===== config.mk =====
export PLATFORM = sky130hd
export DESIGN_NAME = bcd_sequencer_8bit_flat
export DESIGN_NICKNAME = d
export VERILOG_FILES = /design/src/rtl/bcd_sequencer_8bit_if.sv /design/src/rtl/bcd_sequencer_8bit.sv /design/src/flat_wrapper.sv
export SDC_FILE = /design/constraint.sdc
export NUM_CORES = 1
export LEC_CHECK = 0
export CAP_MARGIN = 15
export CELL_PAD_IN_SITES_DETAIL_PLACEMENT = 1
export CELL_PAD_IN_SITES_GLOBAL_PLACEMENT = 2
export CORE_AREA = 2 2 95 79
export CTS_CLUSTER_DIAMETER = 150
export CTS_CLUSTER_SIZE = 12
export DETAILED_ROUTE_END_ITERATION = 8
export DIE_AREA = 0 0 97 81
export PLACE_DENSITY = 0.72
export SYNTH_ARGS = -nofsm -noshare
export SYNTH_HDL_FRONTEND = slang
export SYNTH_SLANG_ARGS = --single-unit

===== constraint.sdc =====
create_clock -name clk -period 2.65 [get_ports clk]
set_input_delay 0.795 -clock clk [delete_from_list [all_inputs] [get_ports clk]]
set_output_delay 0.795 -clock clk [all_outputs]
set_load 0.02 [all_outputs]

===== src/rtl/bcd_sequencer_8bit_if.sv =====
// Handshake and result bundle for the 8-bit binary-to-BCD sequencer.
// The master requests conversions; the slave returns the BCD digits.
interface bcd_sequencer_8bit_if;
    logic       start;
    logic [7:0] bin;
    logic       busy;
    logic       done;
    logic       valid;
    logic [3:0] hundreds;
    logic [3:0] tens;
    logic [3:0] ones;

    modport master (
        output start,
        output bin,
        input  busy,
        input  done,
        input  valid,
        input  hundreds,
        input  tens,
        input  ones
    );

    modport slave (
        input  start,
        input  bin,
        output busy,
        output done,
        output valid,
        output hundreds,
        output tens,
        output ones
    );
endinterface


===== src/rtl/bcd_sequencer_8bit.sv =====
// Converts an 8-bit binary operand into three BCD digits.
// Uses one shared compare-and-subtract step per clock: first by 100, then by 10.
module bcd_sequencer_8bit (
    input  logic                        clk,
    input  logic                        rst_n,
    bcd_sequencer_8bit_if.slave         bus
);

    typedef enum logic [1:0] {
        StIdle,
        StHund,
        StTens,
        StDone
    } state_e;

    state_e     state_q, state_d;
    logic [7:0] residue_q, residue_d;
    logic [3:0] h_cnt_q, h_cnt_d;
    logic [3:0] t_cnt_q, t_cnt_d;
    logic [3:0] hundreds_q, hundreds_d;
    logic [3:0] tens_q, tens_d;
    logic [3:0] ones_q, ones_d;
    logic       valid_q, valid_d;

    // Single subtractor; the constant is selected by the current digit phase.
    logic [7:0] sub_k;
    logic       sub_ge;
    logic [7:0] sub_diff;

    assign sub_k    = (state_q == StHund) ? 8'd100 : 8'd10;
    assign sub_ge   = (residue_q >= sub_k);
    assign sub_diff = residue_q - sub_k;

    always_comb begin
        state_d    = state_q;
        residue_d  = residue_q;
        h_cnt_d    = h_cnt_q;
        t_cnt_d    = t_cnt_q;
        hundreds_d = hundreds_q;
        tens_d     = tens_q;
        ones_d     = ones_q;
        valid_d    = valid_q;

        unique case (state_q)
            StIdle: begin
                if (bus.start) begin
                    residue_d = bus.bin;
                    h_cnt_d   = 4'd0;
                    t_cnt_d   = 4'd0;
                    valid_d   = 1'b0;
                    state_d   = StHund;
                end
            end
            StHund: begin
                if (sub_ge) begin
                    residue_d = sub_diff;
                    h_cnt_d   = h_cnt_q + 4'd1;
                end else begin
                    state_d = StTens;
                end
            end
            StTens: begin
                if (sub_ge) begin
                    residue_d = sub_diff;
                    t_cnt_d   = t_cnt_q + 4'd1;
                end else begin
                    // Results and valid publish together so valid rises with done.
                    hundreds_d = h_cnt_q;
                    tens_d     = t_cnt_q;
                    ones_d     = residue_q[3:0];
                    valid_d    = 1'b1;
                    state_d    = StDone;
                end
            end
            StDone: begin
                state_d = StIdle;
            end
            default: begin
                state_d = StIdle;
            end
        endcase
    end

    always_ff @(posedge clk or negedge rst_n) begin
        if (!rst_n) begin
            state_q    <= StIdle;
            residue_q  <= 8'd0;
            h_cnt_q    <= 4'd0;
            t_cnt_q    <= 4'd0;
            hundreds_q <= 4'd0;
            tens_q     <= 4'd0;
            ones_q     <= 4'd0;
            valid_q    <= 1'b0;
        end else begin
            state_q    <= state_d;
            residue_q  <= residue_d;
            h_cnt_q    <= h_cnt_d;
            t_cnt_q    <= t_cnt_d;
            hundreds_q <= hundreds_d;
            tens_q     <= tens_d;
            ones_q     <= ones_d;
            valid_q    <= valid_d;
        end
    end

    assign bus.busy     = (state_q != StIdle);
    assign bus.done     = (state_q == StDone);
    assign bus.valid    = valid_q;
    assign bus.hundreds = hundreds_q;
    assign bus.tens     = tens_q;
    assign bus.ones     = ones_q;

endmodule

===== src/flat_wrapper.sv =====
// flat-port wrapper written by rule: the top's interface ports become plain ports
module bcd_sequencer_8bit_flat 
  (clk, rst_n, bus_start, bus_bin, bus_busy, bus_done, bus_valid, bus_hundreds, bus_tens, bus_ones);
  bcd_sequencer_8bit_if bus_i ();
  input  logic clk;
  input  logic rst_n;
  input wire logic [$bits(bus_i.start)-1:0] bus_start;
  input wire logic [$bits(bus_i.bin)-1:0] bus_bin;
  output wire logic [$bits(bus_i.busy)-1:0] bus_busy;
  output wire logic [$bits(bus_i.done)-1:0] bus_done;
  output wire logic [$bits(bus_i.valid)-1:0] bus_valid;
  output wire logic [$bits(bus_i.hundreds)-1:0] bus_hundreds;
  output wire logic [$bits(bus_i.tens)-1:0] bus_tens;
  output wire logic [$bits(bus_i.ones)-1:0] bus_ones;
  assign bus_i.start = bus_start;
  assign bus_i.bin = bus_bin;
  assign bus_busy = bus_i.busy;
  assign bus_done = bus_i.done;
  assign bus_valid = bus_i.valid;
  assign bus_hundreds = bus_i.hundreds;
  assign bus_tens = bus_i.tens;
  assign bus_ones = bus_i.ones;
  bcd_sequencer_8bit u_core (.clk(clk), .rst_n(rst_n), .bus(bus_i));
endmodule

* Word-level counts from Yosys, hierarchy flattened
Index checks and enable logic that the tools add are counted.
** Storage, ports and cells
- Bits in registers :: 31
- Input port bits :: 11
- Output and inout bits :: 15
- Logic and storage cells :: 50
** Cells by class
- Add/subtract/negate cells :: 3
- $lt $le $gt $ge :: 1
- Equality and inequality tests :: 9
- Muxes and demuxes :: 16
- Bitwise gates (word level) :: 1
- Reductions and logical operators :: 12
** Operators by type and width (count)
- 8-bit two-way mux :: 2
- 4-bit one-hot mux with 2 select lines :: 2
- 8-bit one-hot mux with 2 select lines :: 1
- 3-bit AND reduction :: 5
- 4-bit two-way mux :: 3
- 4-bit by 1-bit adder with 4-bit output, second input constant :: 2
- 8-bit greater-or-equal comparator :: 1
- 2-bit one-hot mux with 4 select lines :: 1
- 2-bit nonzero test :: 4
- 8-bit subtractor :: 1
- 7-bit two-way mux :: 1
- 2-bit two-way mux :: 3
- 2-bit by 1-bit inequality test with 1-bit output, second input constant :: 3
- 2-bit inequality test, second input constant :: 3
- 2-bit == test, second input constant :: 2
- 2-bit by 1-bit == test with 1-bit output, second input constant :: 1
- 2-bit logical NOT :: 1
- 1-bit two-way mux :: 2
- 1-bit one-hot mux with 2 select lines :: 1
- 2-bit AND reduction :: 1
- 2-bit OR reduction :: 1
- 1-bit NOT :: 1

* Depth between registers and ports, before layout
Gate-level depths: netlist of run 1.
- Word-level depth :: 5
- Gate-level depth with buffers :: 12

* Least setup slack after synthesis of run 1
No wires, ideal clock.
- Path kind :: flip-flop to flip-flop
- Start point :: reg u_core.state_q[1]
- End point :: reg u_core.hundreds_q[0], in the netlist u_core.bus.hundreds[0]
- Setup time :: 0.125 ns
- Arrival time :: 2.513 ns
- Setup slack :: 0.012 ns
- Stages on the path, launching flop included :: 11
- Buffers on the path :: 2
- Period minus slack after synthesis :: 2.638 ns
- Path through :: dfrtp_1 -> inv_1 -> ha_1 -> ha_1 -> clkbuf_1 -> and3b_1 -> a311oi_2 -> a21o_2 -> nand2_2 -> buf_6 -> mux2_4
** Between the ends
- Word-level cells in the longest chain between the ends :: 5
** Ends and longest elaborated chain
- start, declared :: RTL line bcd_sequencer_8bit.sv:16 : state_e state_q, state_d;
- start signal, assigned :: RTL line bcd_sequencer_8bit.sv:86 : state_q <= StIdle;
- start signal, assigned :: RTL line bcd_sequencer_8bit.sv:95 : state_q <= state_d;
- 2-bit by 1-bit == test with 1-bit output :: RTL line bcd_sequencer_8bit.sv:30 : assign sub_k = (state_q == StHund) ? 8'd100 : 8'd10;
- 7-bit two-way mux :: RTL line bcd_sequencer_8bit.sv:30
- 8-bit greater-or-equal comparator :: RTL line bcd_sequencer_8bit.sv:31 : assign sub_ge = (residue_q >= sub_k);
- 1-bit NOT (no source line)
- 2-bit AND reduction (no source line) (*)
- end signal, assigned :: RTL line bcd_sequencer_8bit.sv:99 : hundreds_q <= hundreds_d;
- end, declared :: RTL line bcd_sequencer_8bit.sv:20 : logic [3:0] hundreds_q, hundreds_d;
Mark *: on every way between the ends. The rest lies on a longest branch, timed or not.
A chain may end at the register's enable or synchronous reset.

* Worst setup path in the final report of run 1
- Start point :: reg u_core.state_q[1]
- End point :: reg u_core.residue_q[3]
** Between the ends
- Word-level cells in the longest chain between the ends :: 5
** Ends and longest elaborated chain
- 2-bit by 1-bit == test with 1-bit output :: RTL line bcd_sequencer_8bit.sv:30, bcd_sequencer_8bit.sv:44
- 7-bit two-way mux :: RTL line bcd_sequencer_8bit.sv:30
- 8-bit subtractor or 8-bit greater-or-equal comparator (tied branches) :: RTL line bcd_sequencer_8bit.sv:32, bcd_sequencer_8bit.sv:31
- 8-bit two-way mux or 2-bit by 1-bit inequality test with 1-bit output (tied branches)
- 8-bit one-hot mux with 2 select lines or 3-bit AND reduction (tied branches)
- end signal, assigned :: RTL line bcd_sequencer_8bit.sv:96 : residue_q <= residue_d;
- end, declared :: RTL line bcd_sequencer_8bit.sv:17 : logic [7:0] residue_q, residue_d;
Several ways; a longest one is shown, not always the timed one. The select of a mux whose other input is x is not followed.

==> flow_summary.yaml, run 1 <==
critical_path:
  endpoint_kind: "flop"
  crit_type: "flop to flop"
  required_ns: 2.82
  timing.rr.start: "u_core.state_q[1]"
  crit_arrival_ns: 2.65
  cp_max_fo: 7
  start_kind: "flop"
  startpoint: "u_core.state_q[1]"
cells_and_area:
  register_area_um2: 777.0
  layout_common_cells: "30 x dfrtp_1, 24 x clkdlybuf4s50_1, 24 x buf_4"
  final_common_cell: "dfrtp_1"
  layout.cells.non_filler: 356
  final_area_mm2: 0.002800
  utilization_pct: 39.77
  final_net_count: 287
  nFillCells: 812
  antenna_cells: 0
  areaGrowthSynthToFinish_pct: 29.81
  multi_input_area_mm2: 0.001296
  drive_gt1_share_pct: 23.31
timing:
  max_slew.worst_pin.slew_ns: 0.6010
  max_freq_ghz: 0.4040
  fin_crit_ns: 2.475
  fin_crit_sh_pct: 93.41
  setup_viol: 0
  setup_ws_ns: 0.1746
  final-hold-violation-count: 0
  relSlewSlack_pct: 59.57
  rsz0062_at_grt: "no"
  timing.hold.ws_ns: 0.5167
  slew_violations: 0
  skew_ns: 0.007440
clock_tree:
  clockRootBuffer: "clkbuf_8"
  clk_path_buf_depth: 2
  post_cts_buffers: 0
  cts_buffers: 5
  htree_levels: 2
  cts_tree: "yes"
  clock_sinks: 31
  clkLatencyLatePin_ns: 0.28
  path_clk_slew_ns: 0.08
  cts_hold_buf: 0
route:
  wl_per_cell_um: 17.81
  wl_um: 6341
  vias: 1900
  drt_pass1_iterations: 4
  drc: 0
  drt_iter0_drc: 75
  drt-vias-per-instance: 5.337
  ant_nets: 0
synth:
  async_flop_share_pct: 100.0
  synth-seq-cells: 31
  synthFlopType: "dfrtp_1"
  yosysWarnings: 0
  syn_area_per_cell_um2: 9.673
  synth_edf_count: 0
  synth.cell_area_mm2: 0.002157
  syn_nets: 245
  ys_seq_area_share_pct: 35.96
  syn_inst: 223
  synth_cell_types: 57
global_routing:
  grt_start_max_net_pins: 32
  grt_pass1_vias: 2015
  grtUsageTotal_pct: 17.39
  overflow: 0
  antenna_found_initial: 0
  grt_pass1_wl_um: 10850
flow_run:
  maxCapViolations: 0
floorplan:
  row_count: 28
  die_y_um: 81
  core_mm2: 0.007042
  initial_core_util_pct: 30.63
  die-area_mm2: 0.007857
  die_w_um: 97
  ios: 26
power_and_ir_drop:
  ir_drop_uv: 697.5
  p_per_area_mw_per_mm2: 1547
  p_leak_nw: 1.178
min_path:
  hold_path.class: "flop to flop"
  min-delay-start: "u_core.bus.ones[1]"
run_status:
  status: "finished, final reports clean"
place:
  place.detailed.hpwl_um: 4647
  placed_area_mm2: 0.002623
  port_buffers: 25
  pre_cts_slack_ns: -0.09784
  post-place-cells: 348
  gp_congestion: 0.8649
==> worst max-delay path: stages, from the launching register on <==
cell      delay, ns
dfrtp_1        0.41
inv_2          0.15
ha_4           0.22
inv_1          0.07
ha_1           0.29
nand4b_1       0.24
a21o_2         0.33
a31oi_4        0.27
mux2_2         0.37
==> through the flow <==
| step | power, W | setup TNS (ns) |
|---|---|---|
| finish | 0.004333 | 0 |
| detailed placement | 0.003729 | -0.6625 |
| global placement | 0.003665 | -0.3637 |
| CTS | 0.004278 | 0 |
| global route | 0.004716 | 0 |
| floorplan | 0.002742 | 0 |
==> synth_stat cells (7+ instances only) <==
cell / n / area share [%]
o211ai_1: 8 / 2.8
nand3_1: 13 / 3.0
ha_1: 11 / 6.4
mux2_4: 9 / 6.3
dfrtp_1: 31 / 36
clkbuf_1: 8 / 1.4
o21ai_0: 11 / 2.6
inv_1: 16 / 2.8
a21oi_1: 7 / 1.6
nand2_1: 9 / 1.6
nor2_1: 10 / 1.7
==> per-layer routing <==
layer	wire length, µm	global-route usage, %	vias to the layer above
met1	3385	26.16	946
met2	2714	26.53	34
li1	-	-	918
met5	0	0	-
met3	210	3.184	2
met4	30	2.535	0
==> layout make-up <==
cell class,count,share of cell area (%)
multi-input combinational,161,46.29
clock inverter,2,1.251
clock buffer,6,2.949
sequential,31,27.75
timing repair buffer,49,15.46
tap,90,4.021
inverter,17,2.279
==> power breakdown <==
part / leakage (nW) / switching (W) / total (W) / internal (W)
clock: 0.0612 / 0.000207 / 0.000512 / 0.000305
combinational: 0.724 / 0.00156 / 0.00290 / 0.00134
sequential: 0.392 / 0.000223 / 0.000920 / 0.000697
==> registers in the layout, summed over array words and instances (netlist names) <==
signal / flops
u_core.h_cnt_q: 4
u_core.bus.valid: 1
u_core.bus.hundreds: 4
u_core.residue_q: 8
u_core.bus.ones: 4
u_core.state_q: 2
u_core.bus.tens: 4
u_core.t_cnt_q: 4
==> kinds of logic after synthesis <==
| logic type | Yosys count | share of synthesized area (%) |
|---|---|---|
| buf+inv | 31 | 6.554 |
| flops | 31 | 35.96 |
| simple gates | 67 | 17.63 |
| mux | 18 | 10.85 |
| compound gates | 62 | 21.40 |
| xor+xnor | 3 | 1.218 |
| fa+ha+maj | 11 | 6.380 |
==> what timing repair did <==
| action | CTS | global route |
|---|---|---|
| endpoints found under the hold margin | 0 | 0 |
| gates resized for setup | 2 | 10 |
| endpoints found under the setup margin | 18 | 27 |
| gates cloned | 0 | 0 |
==> path summary, 6_finish.rpt <==
kind | depth (start not counted) | end | slack [ns]
hold reg to reg | 1 | u_core.bus.ones[1] | 0.52
max in group asynchronous | 2 | u_core.state_q[0] | 1.41
min in group asynchronous | 2 | u_core.h_cnt_q[2] | 0.91
setup reg to reg | 8 | u_core.residue_q[3] | 0.17
setup / recovery | 8 | u_core.residue_q[3] | 0.17
hold / removal | 1 | u_core.bus.ones[1] | 0.52
(Power assumes the default switching activity.)
==> run 2: changes to the inputs <==
--- a/config.mk
+++ b/config.mk
@@ -5,10 +5,11 @@
 export SDC_FILE = /design/constraint.sdc
 export NUM_CORES = 1
 export LEC_CHECK = 0
-export CAP_MARGIN = 15
+export CAP_MARGIN = 20
 export CELL_PAD_IN_SITES_DETAIL_PLACEMENT = 1
 export CELL_PAD_IN_SITES_GLOBAL_PLACEMENT = 2
 export CORE_AREA = 2 2 95 79
+export CTS_BUF_LIST = sky130_fd_sc_hd__clkbuf_16
 export CTS_CLUSTER_DIAMETER = 150
 export CTS_CLUSTER_SIZE = 12
 export DETAILED_ROUTE_END_ITERATION = 8
@@ -17,3 +18,4 @@
 export SYNTH_ARGS = -nofsm -noshare
 export SYNTH_HDL_FRONTEND = slang
 export SYNTH_SLANG_ARGS = --single-unit
+export TNS_END_PERCENT = 50
==> flow_summary.yaml, run 2 (synthesized netlist as in run 1, its figures left out) <==
run_status:
  status: "finished, final reports clean"
floorplan:
  die_y_um: 81
  die-area_mm2: 0.007857
  initial_core_util_pct: 30.63
  row_count: 28
  ios: 26
  core_mm2: 0.007042
  die_w_um: 97
critical_path:
  crit_type: "flop to flop"
  start_kind: "flop"
  crit_arrival_ns: 2.73
  startpoint: "u_core.state_q[1]"
  required_ns: 2.81
  cp_max_fo: 8
  timing.rr.start: "u_core.state_q[1]"
  r2r_cells: 8
  regToRegEndpoint: "u_core.residue_q[3]"
  ff2ff_setup_slack_ns: 0.09
  endpoint_kind: "flop"
  crit_end: "u_core.residue_q[3]"
route:
  wl_met3_um: 170
  wl_um: 6484
  top_layer: "met4"
  drc: 0
  wl_per_cell_um: 18.21
  drt-vias-per-instance: 5.317
  m1WireLength_um: 3434
  drt_iter0_drc: 71
  vias: 1893
  wl_met2_um: 2816
  drt_pass1_iterations: 4
  ant_nets: 0
min_path:
  hold_path.class: "flop to flop"
place:
  port_buffers: 25
  placed_area_mm2: 0.002623
  post-place-cells: 348
  place.detailed.hpwl_um: 4647
  gp_congestion: 0.8649
clock_tree:
  post_cts_buffers: 0
  cts_hold_buf: 0
  clk_path_buf_depth: 2
  path_clk_slew_ns: 0.06
  cts_tree: "yes"
  clock_sinks: 31
  clkLatencyLatePin_ns: 0.28
  clockRootBuffer: "clkbuf_16"
  htree_levels: 2
  cts_buffers: 5
global_routing:
  grt_pass1_wl_um: 10980
  antenna_found_initial: 0
  grtUsageTotal_pct: 18.00
  grt_start_max_net_pins: 32
  grt_pass1_vias: 2008
  overflow: 0
cells_and_area:
  layout_common_cells: "31 x dfrtp_1, 24 x clkdlybuf4s50_1, 24 x buf_4"
  final_common_cell: "dfrtp_1"
  final_area_mm2: 0.002841
  layout.cells.non_filler: 356
  antenna_cells: 0
  regMostFlops: "u_core.residue_q"
  areaGrowthSynthToFinish_pct: 31.73
  drive_gt1_share_pct: 22.56
  final_net_count: 287
  largest_reg_flops: 8
timing:
  max_slew.worst_pin.slew_ns: 0.6151
  fin_crit_ns: 2.562
  final-hold-violation-count: 0
  slew_violations: 0
  setup_viol: 0
  setup_tns_ns: 0
  rsz0062_at_grt: "yes"
  timing.hold.ws_ns: 0.5118
  fin_crit_sh_pct: 96.68
  max_freq_ghz: 0.3903
  relSlewSlack_pct: 58.63
  skew_ns: 0.004318
power_and_ir_drop:
  totalPowerFinal_w: 0.004491
  p_leak_nw: 1.199
  ir_drop_uv: 686.9
  p_per_area_mw_per_mm2: 1581
flow_run:
  maxCapViolations: 0
[run 2: cell types whose count changed in the layout (fill, tap and decap cells not counted), sizes merged]
cell,previous run,this run
clkbuf,6,5
clkinv,2,3
[run 2: per-layer routing]
metal / vias up / track usage, %
met3: 5 / 3.701
li1: 915 / -
met4: 0 / 4.225
met2: 25 / 27.78
met5: - / 0
met1: 948 / 26.00
[run 2: through the flow]
step / worst slack (ns) / util, %
floorplan: 0.01223 / -
detailed placement: -0.09784 / 37.24
CTS: 0.04909 / 39.77
global placement: -0.03720 / 37.24
finish: 0.08803 / 40.35
global route: -0.02841 / 40.35
[run 2: cell type report]
type | count | area, µm²
Clock buffer | 5 | 125.1
Clock inverter | 3 | 38.79
Fill cell | 803 | 4200
Inverter | 17 | 63.81
Multi-Input combinational cell | 161 | 1292
Sequential cell | 31 | 775.7
Tap cell | 90 | 112.6
Timing Repair Buffer | 49 | 432.9
[run 2: worst min-delay path by stage]
stage,from,end,slack (ns),cells past startpoint
finish,u_core.bus.ones[2],u_core.bus.ones[2],0.51,1
CTS,u_core.bus.ones[1],u_core.bus.ones[1],0.52,1
detailed placement,u_core.bus.tens[3],u_core.bus.tens[3],0.50,1
global placement,u_core.residue_q[1],u_core.bus.ones[1],0.49,1
floorplan,u_core.residue_q[1],u_core.bus.ones[1],0.48,1
global route,u_core.bus.tens[3],u_core.bus.tens[3],0.53,1
[run 2: power breakdown]
part           switching, W  total, W  internal [W]
combinational       0.00158   0.00291       0.00134
sequential         0.000218  0.000914      0.000697
clock              0.000226  0.000665      0.000439
[run 2: worst max-delay path: stages (launching register included)]
cell and delay [ns]:
dfrtp_1 0.37, inv_1 0.13, ha_2 0.26, ha_1 0.30, buf_4 0.16, nand4b_1 0.24, a21o_2 0.33, a31oi_4 0.28
mux2_2 0.37
[run 2: timing repair]
action / in CTS / in global routing
setup endpoints to repair: 15 / 15
resized for setup: 3 / 7
hold endpoints to repair: 0 / 0
pin swaps: 0 / 0
